**src/rtl/ofdm_pkg.sv**
```systemverilog
// Shared constants and types for the 802.16 OFDM (256-FFT) pilot handling blocks.
// Used by both the receive phase-tracking sequencer and the transmit pilot inserter.
package ofdm_pkg;

  localparam int          N_USED    = 200;
  localparam logic [10:0] PRBS_SEED = 11'h7FF;

  // Used-subcarrier indices of the 8 pilots (subcarriers -88,-63,-38,-13,+13,+38,+63,+88).
  localparam int                        N_PILOTS  = 8;
  localparam logic [N_PILOTS-1:0][7:0]  PILOT_IDX = {8'd187, 8'd162, 8'd137, 8'd112,
                                                     8'd87,  8'd62,  8'd37,  8'd12};
  // Bit k set when pilot k is in group A (value 1-2w); clear bits form group B (1-2~w).
  localparam logic [N_PILOTS-1:0]       PILOT_GRP_A = 8'b1100_0101;

  localparam logic [1:0] ALLOC_DATA = 2'b00;
  localparam logic [1:0] ALLOC_POS  = 2'b01;
  localparam logic [1:0] ALLOC_NEG  = 2'b10;

  typedef enum logic [1:0] {
    ST_IDLE = 2'd0,
    ST_RUN  = 2'd1,
    ST_DONE = 2'd2
  } phtrack_state_e;

endpackage

```
**src/rtl/pilot_prbs.sv**
```systemverilog
// 11-bit wk pilot-polarity LFSR; w = s[10]^s[8] and stays constant between advances.
// A load request takes priority over an advance in the same cycle.
module pilot_prbs
  import ofdm_pkg::*;
#(
  parameter logic [10:0] SEED = PRBS_SEED
) (
  input  logic clk,
  input  logic rst,
  input  logic load,
  input  logic adv,
  output logic w
);

  logic [10:0] s_q, s_d;

  assign w = s_q[10] ^ s_q[8];

  always_comb begin
    s_d = s_q;
    if (load) begin
      s_d = SEED;
    end else if (adv) begin
      s_d = {s_q[9:0], w};
    end
  end

  always_ff @(posedge clk or posedge rst) begin
    if (rst) begin
      s_q <= SEED;
    end else begin
      s_q <= s_d;
    end
  end

endmodule

```
**src/rtl/phtrack_seq.sv**
```systemverilog
// Per-symbol sequencer for the pilot phase-tracking estimator: counts used subcarriers,
// flags pilot polarity, issues the estimator clear and checks one estimate per symbol.
module phtrack_seq
  import ofdm_pkg::*;
(
  input  logic        clk,
  input  logic        rst,
  input  logic        frame_start,
  input  logic        sym_start,
  input  logic        datin_val,
  input  logic [15:0] datin_Re,
  input  logic [15:0] datin_Im,
  input  logic        est_oval,
  output logic [15:0] dat_Re,
  output logic [15:0] dat_Im,
  output logic        dat_val,
  output logic        est_start,
  output logic [1:0]  alloc_vec,
  output logic [7:0]  sc_idx,
  output logic        sym_done,
  output logic        err
);

  localparam logic [7:0] LAST_IDX = 8'(N_USED - 1);

  phtrack_state_e state_q, state_d;
  logic [7:0]     sc_cnt_q, sc_cnt_d;
  logic           got_est_q, got_est_d;
  logic           multi_est_q, multi_est_d;

  logic           start_acc, restart, accept, first;
  logic [7:0]     idx;
  logic           w, prbs_adv;
  logic [N_PILOTS-1:0] pilot_hit;
  logic           is_pilot, pilot_pos;

  logic [15:0]    dat_re_q, dat_im_q;
  logic           dat_val_q, dat_val_d;
  logic           est_start_q, est_start_d;
  logic [1:0]     alloc_q, alloc_d;
  logic [7:0]     sc_idx_q, sc_idx_d;
  logic           sym_done_q, sym_done_d;
  logic           err_q, err_d;

  assign start_acc = sym_start & datin_val;
  assign restart   = (state_q == ST_RUN) & start_acc & (sc_cnt_q < LAST_IDX);
  assign prbs_adv  = (state_q == ST_DONE);

  pilot_prbs #(.SEED(PRBS_SEED)) u_prbs (
    .clk  (clk),
    .rst  (rst),
    .load (frame_start),
    .adv  (prbs_adv),
    .w    (w)
  );

  // Which sample (if any) is accepted this cycle and what index it carries.
  always_comb begin
    accept = 1'b0;
    first  = 1'b0;
    case (state_q)
      ST_IDLE, ST_DONE: begin
        accept = start_acc;
        first  = start_acc;
      end
      ST_RUN: begin
        accept = datin_val;
        first  = restart;
      end
      default: ;
    endcase
    idx = first ? 8'd0 : sc_cnt_q;
  end

  for (genvar gi = 0; gi < N_PILOTS; gi++) begin : g_pilot
    assign pilot_hit[gi] = (idx == PILOT_IDX[gi]);
  end

  assign is_pilot  = |pilot_hit;
  assign pilot_pos = (|(pilot_hit & PILOT_GRP_A)) ^ w;

  always_ff @(posedge clk or posedge rst) begin
    if (rst) begin
      state_q <= ST_IDLE;
    end else begin
      state_q <= state_d;
    end
  end

  always_comb begin
    state_d = state_q;
    case (state_q)
      ST_IDLE: if (start_acc) state_d = ST_RUN;
      ST_RUN:  if (datin_val && !restart && sc_cnt_q == LAST_IDX) state_d = ST_DONE;
      ST_DONE: state_d = start_acc ? ST_RUN : ST_IDLE;
      default: state_d = ST_IDLE;
    endcase
  end

  always_comb begin
    sc_cnt_d    = accept ? idx + 8'd1 : sc_cnt_q;
    // The estimate flags restart at index 0; an estimate in that same cycle still counts.
    got_est_d   = first ? est_oval : (got_est_q | est_oval);
    multi_est_d = first ? 1'b0 : (multi_est_q | (got_est_q & est_oval));

    dat_val_d   = accept;
    est_start_d = accept & first;
    sc_idx_d    = accept ? idx : 8'd0;
    alloc_d     = ALLOC_DATA;
    if (accept && is_pilot) begin
      alloc_d = pilot_pos ? ALLOC_POS : ALLOC_NEG;
    end
    sym_done_d  = (state_q == ST_DONE);
    err_d       = restart
                | ((state_q == ST_IDLE) & est_oval)
                | ((state_q == ST_DONE) & (~(got_est_q | est_oval) | multi_est_q
                                           | (got_est_q & est_oval)));
  end

  always_ff @(posedge clk or posedge rst) begin
    if (rst) begin
      sc_cnt_q    <= 8'd0;
      got_est_q   <= 1'b0;
      multi_est_q <= 1'b0;
      dat_re_q    <= 16'd0;
      dat_im_q    <= 16'd0;
      dat_val_q   <= 1'b0;
      est_start_q <= 1'b0;
      alloc_q     <= ALLOC_DATA;
      sc_idx_q    <= 8'd0;
      sym_done_q  <= 1'b0;
      err_q       <= 1'b0;
    end else begin
      sc_cnt_q    <= sc_cnt_d;
      got_est_q   <= got_est_d;
      multi_est_q <= multi_est_d;
      dat_re_q    <= datin_Re;
      dat_im_q    <= datin_Im;
      dat_val_q   <= dat_val_d;
      est_start_q <= est_start_d;
      alloc_q     <= alloc_d;
      sc_idx_q    <= sc_idx_d;
      sym_done_q  <= sym_done_d;
      err_q       <= err_d;
    end
  end

  assign dat_Re    = dat_re_q;
  assign dat_Im    = dat_im_q;
  assign dat_val   = dat_val_q;
  assign est_start = est_start_q;
  assign alloc_vec = alloc_q;
  assign sc_idx    = sc_idx_q;
  assign sym_done  = sym_done_q;
  assign err       = err_q;

endmodule
```
**config.mk**
```make
export PLATFORM = sky130hd
export DESIGN_NAME = phtrack_seq
export DESIGN_NICKNAME = d
export VERILOG_FILES = /design/src/rtl/ofdm_pkg.sv /design/src/rtl/pilot_prbs.sv /design/src/rtl/phtrack_seq.sv
export SDC_FILE = /design/constraint.sdc
export NUM_CORES = 1
export LEC_CHECK = 0
export BUFFER_PORTS_ARGS = -buffer_cell sky130_fd_sc_hd__buf_2
export CORE_ASPECT_RATIO = 1.4
export CORE_MARGIN = 1.5
export CORE_UTILIZATION = 54
export DETAILED_ROUTE_END_ITERATION = 7
export GPL_ROUTABILITY_DRIVEN = 1
export GPL_TIMING_DRIVEN = 1
export PLACE_DENSITY_LB_ADDON = 0.2
export RECOVER_POWER = 25
export SYNTH_ARGS = -nofsm -noshare
export SYNTH_HDL_FRONTEND = slang
export SYNTH_HIERARCHICAL = 1
export SYNTH_SLANG_ARGS = --single-unit
```
**constraint.sdc**
```tcl
create_clock -name clk -period 6.1 [get_ports clk]
set_input_delay 1.22 -clock clk [delete_from_list [all_inputs] [get_ports clk]]
set_output_delay 1.22 -clock clk [all_outputs]
set_load 0.005 [all_outputs]
```
==> flow_metrics.py, run 1 <==
metrics = {
    "floorplanning": {
        "die_x_um": 62.0,
        "dieArea_um2": 5310,
        "rows": 29,
        "start_util": 0.572,
        "fp.coreArea_um2": 4610,
        "die_y_um": 85.6,
        "io_pins": 84,
    },
    "routing": {
        "ant_nets": 0,
        "routed_wl_um": 4890,
        "vias": 1781,
        "first_pass_iters": 4,
        "drt_iter0_drc": 63,
        "via_per_inst": 5.03,
        "route.detailed.drc": 0,
        "wl_per_cell_um": 13.8,
    },
    "yosys": {
        "synth-async-reset-ratio": 1.00,
        "syn_nets": 243,
        "synth_area_per_cell_um2": 13.1,
        "syn_area_um2": 2630,
        "ys_top_cells_by_count": "dfrtp_1, nor2_1, and2_1, dfstp_2, nand2_1",
        "synth_top_area_frac": 0.551,
        "netlist_instances": 201,
        "ys_ff_latch": 69,
        "ys_seq_area_frac": 0.661,
        "yosysMostFrequentCell": "dfrtp_1",
        "synth_ff_type": "dfrtp_1",
        "ys_types": 48,
        "yosysWarnings": 6,
        "synthTopCellsByArea": "dfrtp_1, dfstp_2, and2_1, nor2_1, a211o_1",
        "synth-edff-count": 0,
        "synth_top_cell_by_area": "dfrtp_1",
    },
    "clock_tree": {
        "post-cts-setup-buffer-count": 0,
        "clock-sinks": 69,
        "numCtsBuffers": 9,
        "hold_buffers": 0,
        "post_cts_resized": 0,
        "cts_buffer_depth": 2,
        "clkSlewWorstSetupHoldPaths_ps": 70,
        "clkLatencyLatePin_ps": 340,
        "root_buffer": "clkbuf_8",
        "htree_levels": 3,
        "cts_tree": "done",
    },
    "global_routing": {
        "antenna_found_initial": 0,
        "grt_pass1_vias": 1748,
        "grt_pass1_wl_um": 8050,
        "grt_overflow": 0,
        "grt_max_degree": 59,
        "grt.total_usage": 0.212,
    },
    "final_layout": {
        "final.fill_count": 344,
        "diodes": 0,
        "syn_to_final_growth_pct": 24.7,
        "drive_above_1_share": 0.425,
        "fin_util": 0.713,
        "multiInputGateArea_um2": 805,
        "seq_area_um2": 1740,
        "nets": 329,
        "fin_cells": 354,
    },
    "worst_setup_path": {
        "crit_fanout": 7,
        "endpoint_kind": "register",
        "rrSetupSlack_ps": 3670,
        "critPathKind": "in2reg",
        "cp-startpoint": "datin_val",
        "startpoint_type": "input port",
        "worstPathRequired_ps": 6370,
        "r2r_start": "sc_cnt_q[4]$_DFFE_PP0P_",
        "cp.arrival_ps": 2950,
    },
    "hold_path": {
        "hold_path_startpoint": "got_est_q$_DFF_PP0_",
        "hp-class": "reg2reg",
    },
    "run": {
        "maxCapViolCount": 0,
    },
    "power_and_ir_drop": {
        "power_density_nw_per_um2": 312,
        "power_leakage_uw": 0.00161,
        "vdd_drop_max_uv": 238,
    },
    "placed_design": {
        "dpl.cell_count": 338,
        "io_buffer_count": 83,
        "gp_congestion": 0.848,
        "dp_hpwl_um": 3530,
        "place_ws_ps": 3120,
    },
    "sta": {
        "rsz0062_at_grt": "false",
        "slew_headroom": 0.370,
        "report.final.slew_viol_count": 0,
        "clock_skew_ps": 6.14,
        "final.setup.worst_slack_ps": 3420,
        "post-route-period-util": 0.439,
        "max_freq_ghz": 0.373,
        "period_minus_slack_ps": 2680,
        "tns_ps": 0,
        "timing.final.hold_violations": 0,
        "worstMarginPinSlew_ps": 942,
        "finalSetupViolations": 0,
    },
    "run_status": {
        "status": "completed",
    },
}
logic make-up (layout without fill, tap and decap cells):
family / count (synthesis) / after routing / synth area share
compound gates: 28 / 28 / 0.0907
xor+xnor: 7 / 7 / 0.0233
fa+ha+maj: 4 / 4 / 0.0190
buf+inv: 15 / 106 / 0.0337
flops: 69 / 69 / 0.661
simple gates: 78 / 78 / 0.172
path summary, 6_finish.rpt:
check | to | cells past startpoint
max | alloc_vec[1]$_DFF_PP0_ | 10
min | got_est_q$_DFF_PP0_ | 1
max in group asynchronous | state_q[0]$_DFFE_PP0P_ | 3
min reg2reg | got_est_q$_DFF_PP0_ | 1
max reg2reg | alloc_vec[1]$_DFF_PP0_ | 10
min in group asynchronous | dat_Im[6]$_DFF_PP0_ | 3
layout make-up:
| cell class | count | share of cell area |
|---|---|---|
| sequential | 69 | 0.530 |
| multi-input combinational | 117 | 0.245 |
| timing repair buffer | 84 | 0.128 |
| clock buffer | 11 | 0.0400 |
| clock inverter | 5 | 0.0259 |
| tap | 62 | 0.0236 |
| inverter | 6 | 0.00762 |
per-stage QoR:
step	instance area, µm²	hold slack [ps]	power, µW
final	3280	526	1030
after global routing	3280	569	1080
after CTS	3290	530	1040
after detailed placement	3070	515	642
after global placement	3070	483	640
after floorplan	2630	463	595
placed cells by master, fill, tap and decap left out, types with 2 or more instances in the layout:
master	instances
a211o_1	7
a211o_2	3
a21boi_2	2
a21o_1	2
a21oi_1	4
and2_1	12
and2_2	2
and3_1	3
buf_2	81
bufinv_16	2
clkbuf_1	4
clkbuf_8	9
clkinv_4	2
dfrtp_1	58
dfstp_2	11
ha_1	4
inv_1	4
nand2_1	10
nand2b_1	2
nand3_1	2
nand3b_1	2
nand4_1	4
nor2_1	17
nor2b_1	6
nor3_1	3
nor3b_1	2
nor4_1	2
nor4b_1	2
o2111ai_1	2
xor2_1	6
where the power goes:
part,switching (µW),internal (µW),leakage [µW]
combinational,62.3,50.2,0.000679
clock,161,232,0.000104
sequential,33.6,487,0.000827
total,257,769,0.00161
flip-flops by register name, summed over array words and instances, names as in the netlist:
name         cells
dat_val          1
alloc_vec        2
sc_cnt_q         8
err              1
est_start        1
sc_idx           8
got_est_q        1
state_q          2
dat_Im          16
sym_done         1
u_prbs/s_q      11
dat_Re          16
multi_est_q      1
worst max-delay path, stage by stage:
cell,delay (ps)
clkbuf_1,160
nand2_1,110
a31o_2,280
nand2_1,140
ha_1,170
nor3b_1,180
o2111ai_1,140
a221oi_2,300
nand2_1,100
a21boi_2,140
layer usage:
metal  track usage  up-vias  part of all wire  routed length [µm]
met5             0        -                 0                   0
met4         0.137        0             0.037                 181
met3        0.0573       17             0.045                 218
met2         0.342       51              0.54                2620
met1         0.236      853              0.38                1870
li1              -      860                 -                   -
(Power assumes the default switching activity.)
==> inputs of run 2 (changes only) <==
Settings changed: CORE_UTILIZATION 54 to 45.
Clock period 6.1 ns to 2.4 ns, I/O delays scaled along.
==> flow_metrics.py, run 2 (synthesis results as in run 1) <==
metrics = {
    "run_status": {
        "status": "completed",
    },
    "clock_tree": {
        "root_buffer": "clkbuf_8",
        "cts_tree": "done",
        "htree_levels": 3,
        "numCtsBuffers": 9,
        "clkSlewWorstSetupHoldPaths_ps": 70,
        "cts_buffer_depth": 2,
        "clkLatencyLatePin_ps": 340,
        "clock-sinks": 69,
    },
    "global_routing": {
        "grt_pass1_vias": 1885,
        "grt_overflow": 0,
        "grt_pass1_wl_um": 8880,
        "grt.total_usage": 0.191,
        "antenna_found_initial": 0,
        "grt_max_degree": 52,
    },
    "placed_design": {
        "gp_congestion": 0.840,
        "dp_hpwl_um": 3740,
        "dpl.cell_count": 353,
        "io_buffer_count": 83,
    },
    "routing": {
        "wl_per_cell_um": 13.9,
        "ant_nets": 0,
        "vias": 1820,
        "first_pass_iters": 4,
        "drt_iter0_drc": 105,
        "route.detailed.drc": 0,
        "via_per_inst": 4.91,
        "routed_wl_um": 5170,
    },
    "hold_path": {
        "hp-class": "in2async",
    },
    "worst_setup_path": {
        "startpoint_type": "register",
        "rrSetupSlack_ps": 160,
        "critPathKind": "reg2reg",
        "endpoint_kind": "register",
        "cp_slowest_cell": "dfrtp_1",
        "slowest_delay_ps": 400,
        "worstPathRequired_ps": 2670,
        "crit_chain": "buf_4 -> or2b_1 -> a31o_2 -> nand2_1 -> ha_1 -> nor3b_2 -> o2111ai_1 -> a221oi_2 -> nand2_1 -> a21boi_2",
        "crit_fanout": 3,
        "cp.arrival_ps": 2510,
        "crit_top_cell": "nand2_1",
    },
    "sta": {
        "post-route-period-util": 0.932,
        "clock_skew_ps": 5.89,
        "max_freq_ghz": 0.447,
        "finalSetupViolations": 0,
        "tns_ps": 0,
        "period_minus_slack_ps": 2240,
        "timing.final.hold_violations": 0,
        "rsz0062_at_grt": "false",
        "worstMarginPinSlew_ps": 614,
        "report.final.slew_viol_count": 0,
        "slew_headroom": 0.591,
    },
    "final_layout": {
        "nets": 340,
        "final_cell_mix": "buf_2, dfrtp_1, nor2_1",
        "syn_to_final_growth_pct": 27.9,
        "diodes": 0,
        "fin_cells": 371,
        "final_common_cell": "buf_2",
        "fin_util": 0.605,
        "drive_above_1_share": 0.465,
    },
    "floorplanning": {
        "die_x_um": 67.7,
        "fp.coreArea_um2": 5570,
        "die_y_um": 93.5,
        "rows": 32,
        "io_pins": 84,
        "dieArea_um2": 6330,
        "start_util": 0.473,
    },
    "power_and_ir_drop": {
        "vdd_drop_max_uv": 393,
        "p_total_uw": 2550,
        "power_leakage_uw": 0.00167,
        "power_density_nw_per_um2": 758,
    },
    "run": {
        "maxCapViolCount": 0,
    },
}
run 2: changes by cell type in the layout (fill, tap and decap cells not counted), moves of 2 or more:
| cell | previous run | this run |
|---|---|---|
| buf_4 | 1 | 12 |
| clkbuf_1 | 4 | 1 |
| buf_2 | 81 | 83 |
| clkinv_2 | 0 | 2 |
run 2: cell type report:
class | instances | area (µm²)
clock inverter | 6 | 63.8
clock buffer | 10 | 128
fill | 460 | 2200
multi-input combinational | 117 | 821
sequential | 69 | 1740
inverter | 6 | 25.0
timing repair buffer | 95 | 505
tap | 68 | 85.1
run 2: worst paths after layout:
kind                                        start                     end  cells after the start
min in group clk                      datin_Re[6]     dat_Re[6]$_DFF_PP0_                      1
max                        state_q[1]$_DFFE_PP0P_  alloc_vec[1]$_DFF_PP0_                     10
max reg2reg                state_q[1]$_DFFE_PP0P_  alloc_vec[1]$_DFF_PP0_                     10
min                                           rst     dat_Re[5]$_DFF_PP0_                      2
max in group asynchronous                     rst  alloc_vec[0]$_DFF_PP0_                      3
min reg2reg                 multi_est_q$_DFF_PP0_   multi_est_q$_DFF_PP0_                      2
run 2: per-stage QoR:
| step | cell area (µm²) | hold slack, ps | worst slack, ps |
|---|---|---|---|
| 6_report | 3370 | 68.5 | 162 |
| 5_1_grt | 3370 | 90.1 | 2.13 |
| 4_1_cts | 3340 | 17.6 | 136 |
| 3_5_place_dp | 3150 | 394 | 149 |
| 3_3_place_gp | 3150 | 389 | 217 |
| 2_1_floorplan | 2630 | 463 | 142 |
run 2: layer usage:
| layer | vias up | global-route usage | share of wire |
|---|---|---|---|
| met5 | - | 0 | 0 |
| met4 | 0 | 0.116 | 0.025 |
| met3 | 11 | 0.0349 | 0.051 |
| met2 | 56 | 0.304 | 0.52 |
| met1 | 872 | 0.234 | 0.40 |
| li1 | 881 | - | - |
run 2: timing repair:
action | 4_1_cts | 5_1_grt
setup endpoints to repair | 0 | 2
buffers inserted | 0 | 2
gates resized for setup | 0 | 4
hold buffers | 0 | 0
run 2: where the power goes:
| part | switching (µW) | internal, µW |
|---|---|---|
| Combinational | 218 | 159 |
| Sequential | 42.0 | 1240 |
| Clock | 418 | 477 |
| Total | 678 | 1880 |
run 2: worst max-delay path, delay by kind of cell, from the launching register on:
family	cells	cell delay, ps
compound gates	4	830
simple gates	4	600
flops	1	400
fa+ha+maj	1	180
buf+inv	1	150
==> inputs of run 3 (changes only) <==
Settings changed: ABC_AREA from default to 1.
==> flow_metrics.py, run 3 <==
metrics = {
    "yosys": {
        "yosysWarnings": 6,
        "synth_top_family_by_area": "simple AND/OR/NAND/NOR gates",
        "syn_nets": 304,
        "ys_ff_latch": 69,
        "synth_compound_area_frac": 0.0448,
        "synth-edff-count": 0,
        "yosys.area_share.adder": 0.0185,
        "synthTopCellsByArea": "dfrtp_1, dfstp_2, nor2_1, nand2_1, inv_1",
        "synth_area_per_cell_um2": 10.3,
        "ys_types": 30,
        "synth_top_area_frac": 0.536,
        "syn_area_um2": 2710,
        "yosysMostFrequentCell": "dfrtp_1",
        "synthMuxAreaShare": 0,
        "synth-xor-area-share": 0.0194,
        "netlist_instances": 262,
        "yosys.area_share.simple": 0.211,
        "ys_seq_area_frac": 0.642,
        "ys_top_cells_by_count": "dfrtp_1, nor2_1, nand2_1, inv_1, nand3_1",
        "synth_top_cell_by_area": "dfrtp_1",
        "synth_ff_type": "dfrtp_1",
        "synth-async-reset-ratio": 1.00,
    },
    "sta": {
        "report.final.slew_viol_count": 0,
        "worstMarginPinSlew_ps": 1050,
        "tns_ps": 0,
        "period_minus_slack_ps": 2120,
        "rsz0062_at_grt": "false",
        "post-route-period-util": 0.884,
        "slew_headroom": 0.296,
        "max_freq_ghz": 0.471,
        "finalSetupViolations": 0,
        "clock_skew_ps": 6.47,
        "timing.final.hold_violations": 0,
    },
    "clock_tree": {
        "cts_buffer_depth": 2,
        "root_buffer": "clkbuf_8",
        "clock-sinks": 69,
        "hold_buffers": 0,
        "post_cts_resized": 0,
        "htree_levels": 3,
        "clkSlewWorstSetupHoldPaths_ps": 80,
        "cts_tree": "done",
        "numCtsBuffers": 9,
        "clkLatencyLatePin_ps": 340,
        "post-cts-setup-buffer-count": 0,
    },
    "worst_setup_path": {
        "startpoint_type": "register",
        "slowest_delay_ps": 430,
        "reg2reg_to": "alloc_vec[0]$_DFF_PP0_",
        "reg2reg_depth": 15,
        "crit_chain": "nor2_1 -> nand3_2 -> nand3_4 -> nand2_4 -> nor2_1 -> inv_1 -> ha_1 -> inv_1 -> nor2_1 -> o21bai_1 -> nand2_1 -> nand3_1 -> nand2_1 -> nand2_1 -> nor2_1",
        "critPathKind": "reg2reg",
        "cp_slowest_cell": "dfrtp_1",
        "crit_fanout": 5,
        "critPathCapture": "alloc_vec[0]$_DFF_PP0_",
        "endpoint_kind": "register",
        "cp-startpoint": "sc_cnt_q[3]$_DFFE_PP0P_",
        "rrSetupSlack_ps": 280,
        "crit_top_cell": "nor2_1",
        "r2r_start": "sc_cnt_q[3]$_DFFE_PP0P_",
        "cp.arrival_ps": 2400,
        "worstPathRequired_ps": 2680,
    },
    "final_layout": {
        "final_cell_mix": "buf_2, dfrtp_1, nor2_1",
        "diodes": 0,
        "syn_to_final_growth_pct": 26.1,
        "final_area_um2": 3410,
        "nets": 399,
        "final_common_cell": "buf_2",
        "drive_above_1_share": 0.363,
    },
    "routing": {
        "first_pass_iters": 5,
        "via_per_inst": 4.81,
        "ant_nets": 0,
        "drt_iter0_drc": 96,
        "vias": 2074,
        "route.detailed.drc": 0,
        "wl_per_cell_um": 12.8,
        "routed_wl_um": 5520,
    },
    "global_routing": {
        "grt_pass1_vias": 2056,
        "grt_max_degree": 32,
        "grt_pass1_wl_um": 8830,
        "grt_overflow": 0,
        "grt.total_usage": 0.188,
        "antenna_found_initial": 0,
    },
    "placed_design": {
        "dp_hpwl_um": 4160,
        "gp_congestion": 0.879,
        "io_buffer_count": 83,
        "place_area_um2": 3220,
    },
    "floorplanning": {
        "io_pins": 84,
        "start_util": 0.465,
        "die_x_um": 68.6,
        "fp.coreArea_um2": 5820,
        "dieArea_um2": 6500,
        "rows": 33,
        "die_y_um": 94.8,
    },
    "power_and_ir_drop": {
        "p_int_uw": 1820,
        "p_clk_frac": 0.379,
        "swShare": 0.261,
        "power_leakage_uw": 0.00176,
        "p_total_uw": 2460,
        "power_density_nw_per_um2": 719,
        "p_comb_frac": 0.108,
        "seq_power_share": 0.513,
        "vdd_drop_max_uv": 541,
        "p_switching_uw": 640,
    },
    "run_status": {
        "status": "completed",
    },
    "run": {
        "maxCapViolCount": 0,
    },
    "hold_path": {
        "hp-class": "in2reg",
    },
}
run 3: changes by cell type after synthesis, moves of 6 or more:
cell     previous run  this run
nand2_1            10        37
inv_1               5        30
and2_1             12         1
o21ai_1             0         6
nand3_1             2        14
nor2_1             17        47
a211o_1             7         0
nor2b_1             6         0
run 3: how the worst min path moves through the flow:
stage / end / slack [ps] / startpoint / cells after the start
floorplan: u_prbs/s_q[6]$_DFFE_PP1P_ / 440 / u_prbs/s_q[5]$_DFFE_PP1P_ / 2
global placement: sym_done$_DFF_PP0_ / 440 / state_q[0]$_DFFE_PP0P_ / 1
detailed placement: sym_done$_DFF_PP0_ / 450 / state_q[0]$_DFFE_PP0P_ / 1
CTS: dat_Re[2]$_DFF_PP0_ / 200 / rst / 2
global route: dat_Re[9]$_DFF_PP0_ / 220 / datin_Re[9] / 1
finish: dat_Re[9]$_DFF_PP0_ / 230 / datin_Re[9] / 1
run 3: cell type report:
| cell class | count | area (µm²) |
|---|---|---|
| clock buffer | 9 | 124 |
| sequential | 69 | 1740 |
| inverter | 35 | 131 |
| multi-input combinational | 154 | 796 |
| timing repair buffer | 88 | 464 |
| tap | 70 | 87.6 |
| fill | 516 | 2410 |
| clock inverter | 6 | 71.3 |
run 3: worst max-delay path, delay by kind of cell (launching register included):
| kind | cells | cell delay, ps |
|---|---|---|
| buf+inv | 2 | 210 |
| flops | 1 | 430 |
| simple gates | 11 | 1090 |
| compound gates | 1 | 140 |
| fa+ha+maj | 1 | 190 |
run 3: metrics by stage:
| step | util | worst slack (ps) | instances | hold WS [ps] |
|---|---|---|---|---|
| global placement | 0.553 | 346 | 416 | 440 |
| floorplan | - | 481 | 262 | 439 |
| finish | 0.587 | 278 | 431 | 230 |
| detailed placement | 0.553 | 260 | 416 | 451 |
| CTS | 0.587 | 289 | 431 | 205 |
| global route | 0.587 | 79.7 | 431 | 215 |
run 3: cell families (layout without fill, tap and decap cells):
kind of cell	Yosys count	after routing
buffers and inverters	39	138
AND/OR/NAND/NOR	122	122
adder cells (fa/ha/maj)	4	4
flip-flops	69	69
XOR/XNOR	6	6
AO/OA/AOI/OAI	22	22
run 3: power by group through the flow:
stage / logic, µW / clock network (µW) / registers [µW]
final: 266 / 931 / 1260
after global placement: 263 / 0 / 1280
after CTS: 270 / 957 / 1260
after global routing: 302 / 999 / 1270
after detailed placement: 269 / 0 / 1280
after floorplan: 148 / 0 / 1280
run 3: layer usage:
layer / up-vias / global-route usage / wire, µm
li1: 1008 / - / -
met1: 996 / 0.182 / 2020
met2: 57 / 0.340 / 3130
met3: 13 / 0.0656 / 258
met4: 0 / 0.0900 / 112
met5: - / 0 / 0
